<file path="src/rtl/adder_pkg.sv">
// Shared definitions for the sliced accumulator: slice width, FSM states and
// the sizing helper for the slice index.
package adder_pkg;

    localparam int SLICE_W = 16;

    typedef enum logic {
        IDLE = 1'b0,
        ADD  = 1'b1
    } acc_state_e;

    // A single-slice datapath still needs a 1-bit index register.
    function automatic int idx_width(input int num_slices);
        return (num_slices > 1) ? $clog2(num_slices) : 1;
    endfunction

endpackage

</file>
<file path="src/rtl/adder_accumulator_if.sv">
// Operand handshake and result bus of the accumulator; the producer side is
// the master, the accumulator the slave.
interface adder_accumulator_if #(
    parameter int ACC_W = 32
) ();
    logic             in_valid;
    logic             in_ready;
    logic [ACC_W-1:0] in_data;
    logic             in_clear;
    logic [ACC_W-1:0] acc_out;
    logic             acc_ovf;
    logic             out_valid;

    modport master (
        output in_valid, in_data, in_clear,
        input  in_ready, acc_out, acc_ovf, out_valid
    );

    modport slave (
        input  in_valid, in_data, in_clear,
        output in_ready, acc_out, acc_ovf, out_valid
    );
endinterface

</file>
<file path="src/rtl/rtl_16bit_adder.sv">
// Combinational 16-bit adder with carry in and carry out.
module rtl_16bit_adder (
    input  logic [15:0] a,
    input  logic [15:0] b,
    input  logic        cin,
    output logic [15:0] s,
    output logic        cout
);
    assign {cout, s} = {1'b0, a} + {1'b0, b} + {16'd0, cin};
endmodule

</file>
<file path="src/rtl/adder_accumulator.sv">
// Multi-precision accumulator: each accepted operand is added into the running
// sum one 16-bit slice per cycle through a single shared adder.
module adder_accumulator
    import adder_pkg::*;
#(
    parameter int ACC_W = 32
) (
    input  logic                 clk,
    input  logic                 rst,
    adder_accumulator_if.slave   bus
);
    localparam int NUM_SLICES = ACC_W / SLICE_W;
    localparam int IDX_W      = idx_width(NUM_SLICES);

    generate
        if ((ACC_W % SLICE_W) != 0 || ACC_W < 16 || ACC_W > 64) begin : g_bad_width
            $error("adder_accumulator: ACC_W must be a multiple of 16 in 16..64");
        end
    endgenerate

    acc_state_e       state_q, state_d;
    logic [ACC_W-1:0] op_q, op_d;
    logic [ACC_W-1:0] acc_q, acc_d;
    logic             carry_q, carry_d;
    logic [IDX_W-1:0] idx_q, idx_d;
    logic             ovf_q, ovf_d;
    logic             out_valid_q, out_valid_d;

    logic [SLICE_W-1:0] slice_a, slice_b, slice_s;
    logic               slice_cout;
    logic               last_slice;

    assign slice_a    = acc_q[int'(idx_q) * SLICE_W +: SLICE_W];
    assign slice_b    = op_q[int'(idx_q) * SLICE_W +: SLICE_W];
    assign last_slice = (idx_q == IDX_W'(NUM_SLICES - 1));

    rtl_16bit_adder u_adder (
        .a    (slice_a),
        .b    (slice_b),
        .cin  (carry_q),
        .s    (slice_s),
        .cout (slice_cout)
    );

    always_comb begin
        state_d     = state_q;
        op_d        = op_q;
        acc_d       = acc_q;
        carry_d     = carry_q;
        idx_d       = idx_q;
        ovf_d       = ovf_q;
        out_valid_d = 1'b0;
        case (state_q)
            IDLE: begin
                if (bus.in_valid) begin
                    op_d    = bus.in_data;
                    carry_d = 1'b0;
                    idx_d   = '0;
                    state_d = ADD;
                    if (bus.in_clear) begin
                        acc_d = '0;
                        ovf_d = 1'b0;
                    end
                end
            end
            ADD: begin
                acc_d[int'(idx_q) * SLICE_W +: SLICE_W] = slice_s;
                carry_d = slice_cout;
                if (last_slice) begin
                    ovf_d       = ovf_q | slice_cout;
                    out_valid_d = 1'b1;
                    idx_d       = '0;
                    state_d     = IDLE;
                end else begin
                    idx_d = idx_q + IDX_W'(1);
                end
            end
            default: state_d = IDLE;
        endcase
    end

    always_ff @(posedge clk or posedge rst) begin
        if (rst) begin
            state_q     <= IDLE;
            op_q        <= '0;
            acc_q       <= '0;
            carry_q     <= 1'b0;
            idx_q       <= '0;
            ovf_q       <= 1'b0;
            out_valid_q <= 1'b0;
        end else begin
            state_q     <= state_d;
            op_q        <= op_d;
            acc_q       <= acc_d;
            carry_q     <= carry_d;
            idx_q       <= idx_d;
            ovf_q       <= ovf_d;
            out_valid_q <= out_valid_d;
        end
    end

    // in_ready comes straight from the state register, so no input reaches an output.
    assign bus.in_ready  = (state_q == IDLE);
    assign bus.acc_out   = acc_q;
    assign bus.acc_ovf   = ovf_q;
    assign bus.out_valid = out_valid_q;

endmodule

</file>
<file path="src/flat_wrapper.sv">
// flat-port wrapper written by rule: the top's interface ports become plain ports
module adder_accumulator_flat import adder_pkg::*;
#(
    parameter int ACC_W = 32
)
  (clk, rst, bus_in_valid, bus_in_data, bus_in_clear, bus_in_ready, bus_acc_out, bus_acc_ovf, bus_out_valid);
  adder_accumulator_if #(.ACC_W(ACC_W)) bus_i ();
  input  logic clk;
  input  logic rst;
  input wire logic [$bits(bus_i.in_valid)-1:0] bus_in_valid;
  input wire logic [$bits(bus_i.in_data)-1:0] bus_in_data;
  input wire logic [$bits(bus_i.in_clear)-1:0] bus_in_clear;
  output wire logic [$bits(bus_i.in_ready)-1:0] bus_in_ready;
  output wire logic [$bits(bus_i.acc_out)-1:0] bus_acc_out;
  output wire logic [$bits(bus_i.acc_ovf)-1:0] bus_acc_ovf;
  output wire logic [$bits(bus_i.out_valid)-1:0] bus_out_valid;
  assign bus_i.in_valid = bus_in_valid;
  assign bus_i.in_data = bus_in_data;
  assign bus_i.in_clear = bus_in_clear;
  assign bus_in_ready = bus_i.in_ready;
  assign bus_acc_out = bus_i.acc_out;
  assign bus_acc_ovf = bus_i.acc_ovf;
  assign bus_out_valid = bus_i.out_valid;
  adder_accumulator #(.ACC_W(ACC_W)) u_core (.clk(clk), .rst(rst), .bus(bus_i));
endmodule
</file>
<file path="config.mk">
export PLATFORM = sky130hd
export DESIGN_NAME = adder_accumulator_flat
export DESIGN_NICKNAME = d
export VERILOG_FILES = /design/src/rtl/adder_pkg.sv /design/src/rtl/adder_accumulator_if.sv /design/src/rtl/rtl_16bit_adder.sv /design/src/rtl/adder_accumulator.sv /design/src/flat_wrapper.sv
export SDC_FILE = /design/constraint.sdc
export NUM_CORES = 1
export LEC_CHECK = 0
export CAP_MARGIN = 25
export CORE_MARGIN = 1
export CORE_UTILIZATION = 47
export DETAILED_ROUTE_END_ITERATION = 8
export PLACE_DENSITY = 0.76
export SLEW_MARGIN = 20
export SYNTH_ARGS = -nofsm -noshare
export SYNTH_HDL_FRONTEND = slang
export SYNTH_SLANG_ARGS = --single-unit
export TNS_END_PERCENT = 20
</file>
<file path="constraint.sdc">
create_clock -name clk -period 3 [get_ports clk]
set_input_delay 0.6 -clock clk [delete_from_list [all_inputs] [get_ports clk]]
set_output_delay 0.6 -clock clk [all_outputs]
set_load 0.1 [all_outputs]
</file>
## Yosys cells after proc, flatten, opt, wreduce, memory -nomap -nowiden

Index checks and enable logic that the tools add are counted.

| operators by class | value |
|---|---|
| $add $sub $neg | 4 |
| eq/ne operators | 3 |
| shift operators | 4 |
| multiplexer cells | 17 |
| bitwise operators | 2 |
| reductions and logical operators | 3 |

Operators by type and width:

| cell | number |
|---|---|
| 32-bit 2-to-1 mux | 2 |
| 32-bit case mux with 2 select lines | 1 |
| 32-bit by 6-bit indexed part select with 16-bit output | 2 |
| 5-bit negation with 33-bit output | 1 |
| 16-bit by 33-bit variable shift with 32-bit output, first input constant | 1 |
| 16-bit by 33-bit indexed part select with 32-bit output | 1 |
| 32-bit bitwise mux | 1 |
| 16-bit by 16-bit adder with 17-bit output | 1 |
| 17-bit by 1-bit adder with 17-bit output | 1 |
| 1-bit 2-to-1 mux | 9 |
| 1-bit case mux with 2 select lines | 4 |
| 2-bit inequality test, second input constant | 3 |
| 2-bit AND reduction | 2 |
| 3-bit AND reduction | 1 |
| 1-bit adder, second input constant | 1 |
| 1-bit NOT | 1 |
| 1-bit bitwise OR | 1 |

| word-level totals | value |
|---|---|
| register bits | 69 |
| input bits | 36 |
| word-level logic and storage cells | 40 |

## Depth between registers and ports, before layout

| logic depth | value |
|---|---|
| depth after elaboration | 6 |
| depth in mapped cells | 12 |
| depth with buffers taken out | 10 |

## Modules after synthesis

From an unflattened synthesis, not the netlist that was laid out.

| unflattened totals | value |
|---|---|
| cell total of the unflattened synthesis | 393 |
| area total of the unflattened synthesis | 4271.6 um^2 |

By module, submodules not included:

| module | times used | cells an instance | area an instance (um^2) |
|---|---|---|---|
| adder_accumulator | 1 | 299 | 3524.6 |
| rtl_16bit_adder | 1 | 94 | 747.0 |

## Worst setup path after synthesis

OpenSTA, ideal clock, no wires.

| path | value |
|---|---|
| kind | register to register |
| start | reg u_core.idx_q |
| end | reg u_core.ovf_q, in the netlist u_core.bus.acc_ovf |
| arrival | 3.087 ns |
| setup slack | -0.210 ns |
| cell stages (with the launch flop) | 13 |
| path buffers | 2 |
| clock period less this slack | 3.210 ns |
| path through | dfrtp_1 > buf_2 > buf_1 > mux2_2 > fa_1 > inv_1 > fa_1 > nor2b_4 > o211ai_4 > a31oi_4 > a211o_1 > a211o_1 > a32o_1 |

| on the way | value |
|---|---|
| cells in the longest elaborated chain, start to end | 6 |
| elaborated cells on any way between the ends | 9 |
| classes of those cells | add/sub (2); eq/ne (1); shift (2); mux (2); bitwise (1); reduce/logical (1) |

RTL lines:

| element | RTL line | RTL |
|---|---|---|
| start, declared | adder_accumulator.sv:25 | `logic [IDX_W-1:0] idx_q, idx_d;` |
| start signal, assigned | adder_accumulator.sv:96 | `idx_q <= idx_d;` |
| 32-bit by 6-bit indexed part select with 16-bit output, on equally long branches | adder_accumulator.sv:33, adder_accumulator.sv:34 |  |
| 16-bit by 16-bit adder with 17-bit output | rtl_16bit_adder.sv:9 | `assign {cout, s} = {1'b0, a} + {1'b0, b} + {16'd0, cin};` |
| 17-bit by 1-bit adder with 17-bit output | rtl_16bit_adder.sv:9 |  |
| 1-bit bitwise OR | adder_accumulator.sv:70 | `ovf_d = ovf_q \| slice_cout;` |
| 1-bit 2-to-1 mux | adder_accumulator.sv:69 | `if (last_slice) begin` |
| 1-bit case mux with 2 select lines | adder_accumulator.sv:53 | `case (state_q)` |
| end signal, assigned | adder_accumulator.sv:97 | `ovf_q <= ovf_d;` |
| end, declared | adder_accumulator.sv:26 | `logic ovf_q, ovf_d;` |

Parallel ways exist; a longest one is shown, timed or not. The select of a mux whose other input is x is not followed.
A chain may end at the register's enable or synchronous reset.

## Final worst setup path

Same ends and word-level chain as after synthesis.

==> impl_metrics.yaml <==
critical_path:
  end_kind: "flop"
  crit_slowest_cell: "dfrtp_1"
  worst_path_most_repeated_cell: "a211o_1"
  worstSetupPathType: "flop to flop"
  slowest_delay_ns: 0.43
  cp_max_fo: 4
  crit_required_ns: 3.24
  path_cells: "mux2_2 -> fa_1 -> inv_1 -> fa_2 -> nor2b_4 -> o211ai_4 -> a31oi_4 -> a211o_1 -> a211o_1 -> a32o_1"
  cp_num_buf_inv: 1
  cp_data_arrival_time_ns: 3.18
  cp-start-kind: "flop"
  critical-path-top-delay-family: "compound AO/OA/AOI/OAI gates"
job:
  cap_violations: 0
placement:
  placed_area_sq_um: 4574
  hpwl_microns: 6374
  placedCellCount: 489
  port_buffers: 70
  routabilityCongestion: 0.8920
yosys:
  synth_compound_area_share_pct: 17.39
  synth-seq-area-share_pct: 45.54
  ys_ff_latch: 69
  netlist_area_sq_um: 3791
  synth_top_area_cell: "dfrtp_1"
  yosys.cell_count.top_type: "dfrtp_1"
  syn_avg_cell_area_sq_um: 11.88
  yosys.area_share.xor_xnor_pct: 2.541
  yosys-mux-area-fraction_pct: 18.94
  synthFlopType: "dfrtp_1"
  synthTopCellsByCount: "69 x dfrtp_1, 62 x mux2_2, 24 x a22o_1"
  synth_top_family_by_area: "multiplexers"
  synthCells: 319
  syn-num-nets: 372
  synth_edf_count: 0
  synth-simple-area-share_pct: 7.030
  ys_warn_count: 0
  async_flop_share_pct: 100.0
  netlist.area_leader.share_pct: 45.54
  yosys-top-cells-area: "dfrtp_1 46%, mux2_2 18%, a22o_1 5.5%"
  synthAdderAreaFrac_pct: 6.007
  synthDistinctLibCells: 47
run_status:
  status: "completed"
global_route:
  antenna_found_initial: 0
  overflow: 0
  track_usage_pct: 22.57
  grt_max_degree: 37
  grt_pass1_wl_microns: 14780
  grt_pass1_vias: 3026
drt:
  ant_nets: 0
  viasPerCell: 5.691
  wl_per_cell_microns: 17.10
  first_pass_iters: 4
  drt-total-wl_microns: 8637
  vias: 2874
  post-route-drc-count: 0
  drt-initial-drc-count: 151
cells_and_area:
  post-route-util_pct: 62.03
  num_antenna_cells: 0
  postLayoutCellArea_sq_um: 4818
  final_cells: 505
  drive_gt1_share_pct: 35.24
  nNetsFinal: 451
  syn2layout_area_growth_pct: 27.10
  fillers: 643
min_path:
  hold_class: "flop to flop"
floorplan:
  coreArea_sq_um: 7767
  die_w_microns: 91.81
  ios: 71
  die_y_microns: 91.81
  initial_core_util_pct: 48.81
  rows: 32
  dieArea_sq_um: 8429
timing:
  slew_headroom_pct: 70.15
  rsz0062_at_grt: "yes"
  clock_skew_ns: 0.008633
  tightest_slew_ns: 0.4478
  timing.fmax_mhz: 340.4
  fin_crit_ns: 2.938
  setup-violations-final: 0
  tns_ns: 0
  drv_slew: 0
  final_hold_viol_count: 0
  min_period_over_period_pct: 97.93
clock_tree:
  hold_buffers: 0
  clock_latency_ns: 0.36
  cts_buffers: 9
  clockRootBuffer: "clkbuf_8"
  cts_tree: "built"
  post_cts_buffers: 0
  path_clk_slew_ns: 0.07
  cts_buffer_depth: 2
  cts.sinks: 69
  cts_htree_levels: 3
## per-stage QoR
step / setup slack (ns) / hold slack, ns
3_3_place_gp: 0.1721 / 0.4868
2_1_floorplan: 0.01151 / 0.4749
4_1_cts: 0.08736 / 0.5088
6_report: 0.06203 / 0.5057
5_1_grt: -0.01612 / 0.5269
3_5_place_dp: 0.1074 / 0.4927
## final timing paths
path / cells after the start / end / from / slack, ns
max reg2reg: 10 / u_core.bus.acc_ovf / u_core.idx_q / 0.06
min in group asynchronous: 3 / u_core.bus.acc_out[19] / rst / 0.65
max in group asynchronous: 3 / u_core.bus.acc_out[10] / rst / 2.01
min reg2reg: 1 / u_core.op_q[15] / u_core.op_q[15] / 0.51
min: 1 / u_core.op_q[15] / u_core.op_q[15] / 0.51
max: 10 / u_core.bus.acc_ovf / u_core.idx_q / 0.06
## sequential cells by signal (all words and copies together) (netlist names)
signal                flops
u_core.state_q            1
u_core.bus.acc_out       32
u_core.op_q              32
u_core.carry_q            1
u_core.idx_q              1
u_core.bus.out_valid      1
u_core.bus.acc_ovf        1
## what timing repair did
action | 4_1_cts | 5_1_grt
endpoints found under the hold margin | 0 | 0
setup endpoints to repair | 0 | 3
gates resized for setup | 0 | 2
## layer usage
metal	wire (microns)	GRT usage (%)
met1	3761	29.78
met2	4241	36.72
met3	484	3.317
met4	150	10.55
met5	0	0
## area by class of cell
class	instances	area, sq um	area share (%)
Timing Repair Buffer	83	714.4	14.83
Clock buffer	9	123.9	2.571
Multi-Input combinational cell	226	1976	41.00
Tap cell	102	127.6	2.649
Inverter	9	33.78	0.7011
Clock inverter	7	113.9	2.363
Sequential cell	69	1729	35.89
## cell usage in the layout (no fill, tap or decap), types with 7 or more instances in the layout
cell type        Yosys  final
dfrtp_1             69     67
mux2_2              62     62
buf_4                0     47
clkdlybuf4s50_1      0     35
a22o_1              24     24
nand2_1             16     16
ha_1                15     14
o21ai_0             11     11
nor2_1              10     10
clkbuf_8             0      9
a21oi_1              8      8
inv_1                8      7
nand3_1              7      7
o21a_1               7      7
xnor2_1              7      7
## kinds of logic after synthesis
group                      after synthesis
muxes                                   64
xor gates and xnor gates                11
DFF                                     69
and+or+nand+nor                         53
adders and majority gates               17
buffers and inverters                   24
AOI/OAI and AO/OA                       81
Power is not shown: default switching activity piles up to over one toggle a cycle in this logic, so the estimate is an artifact.
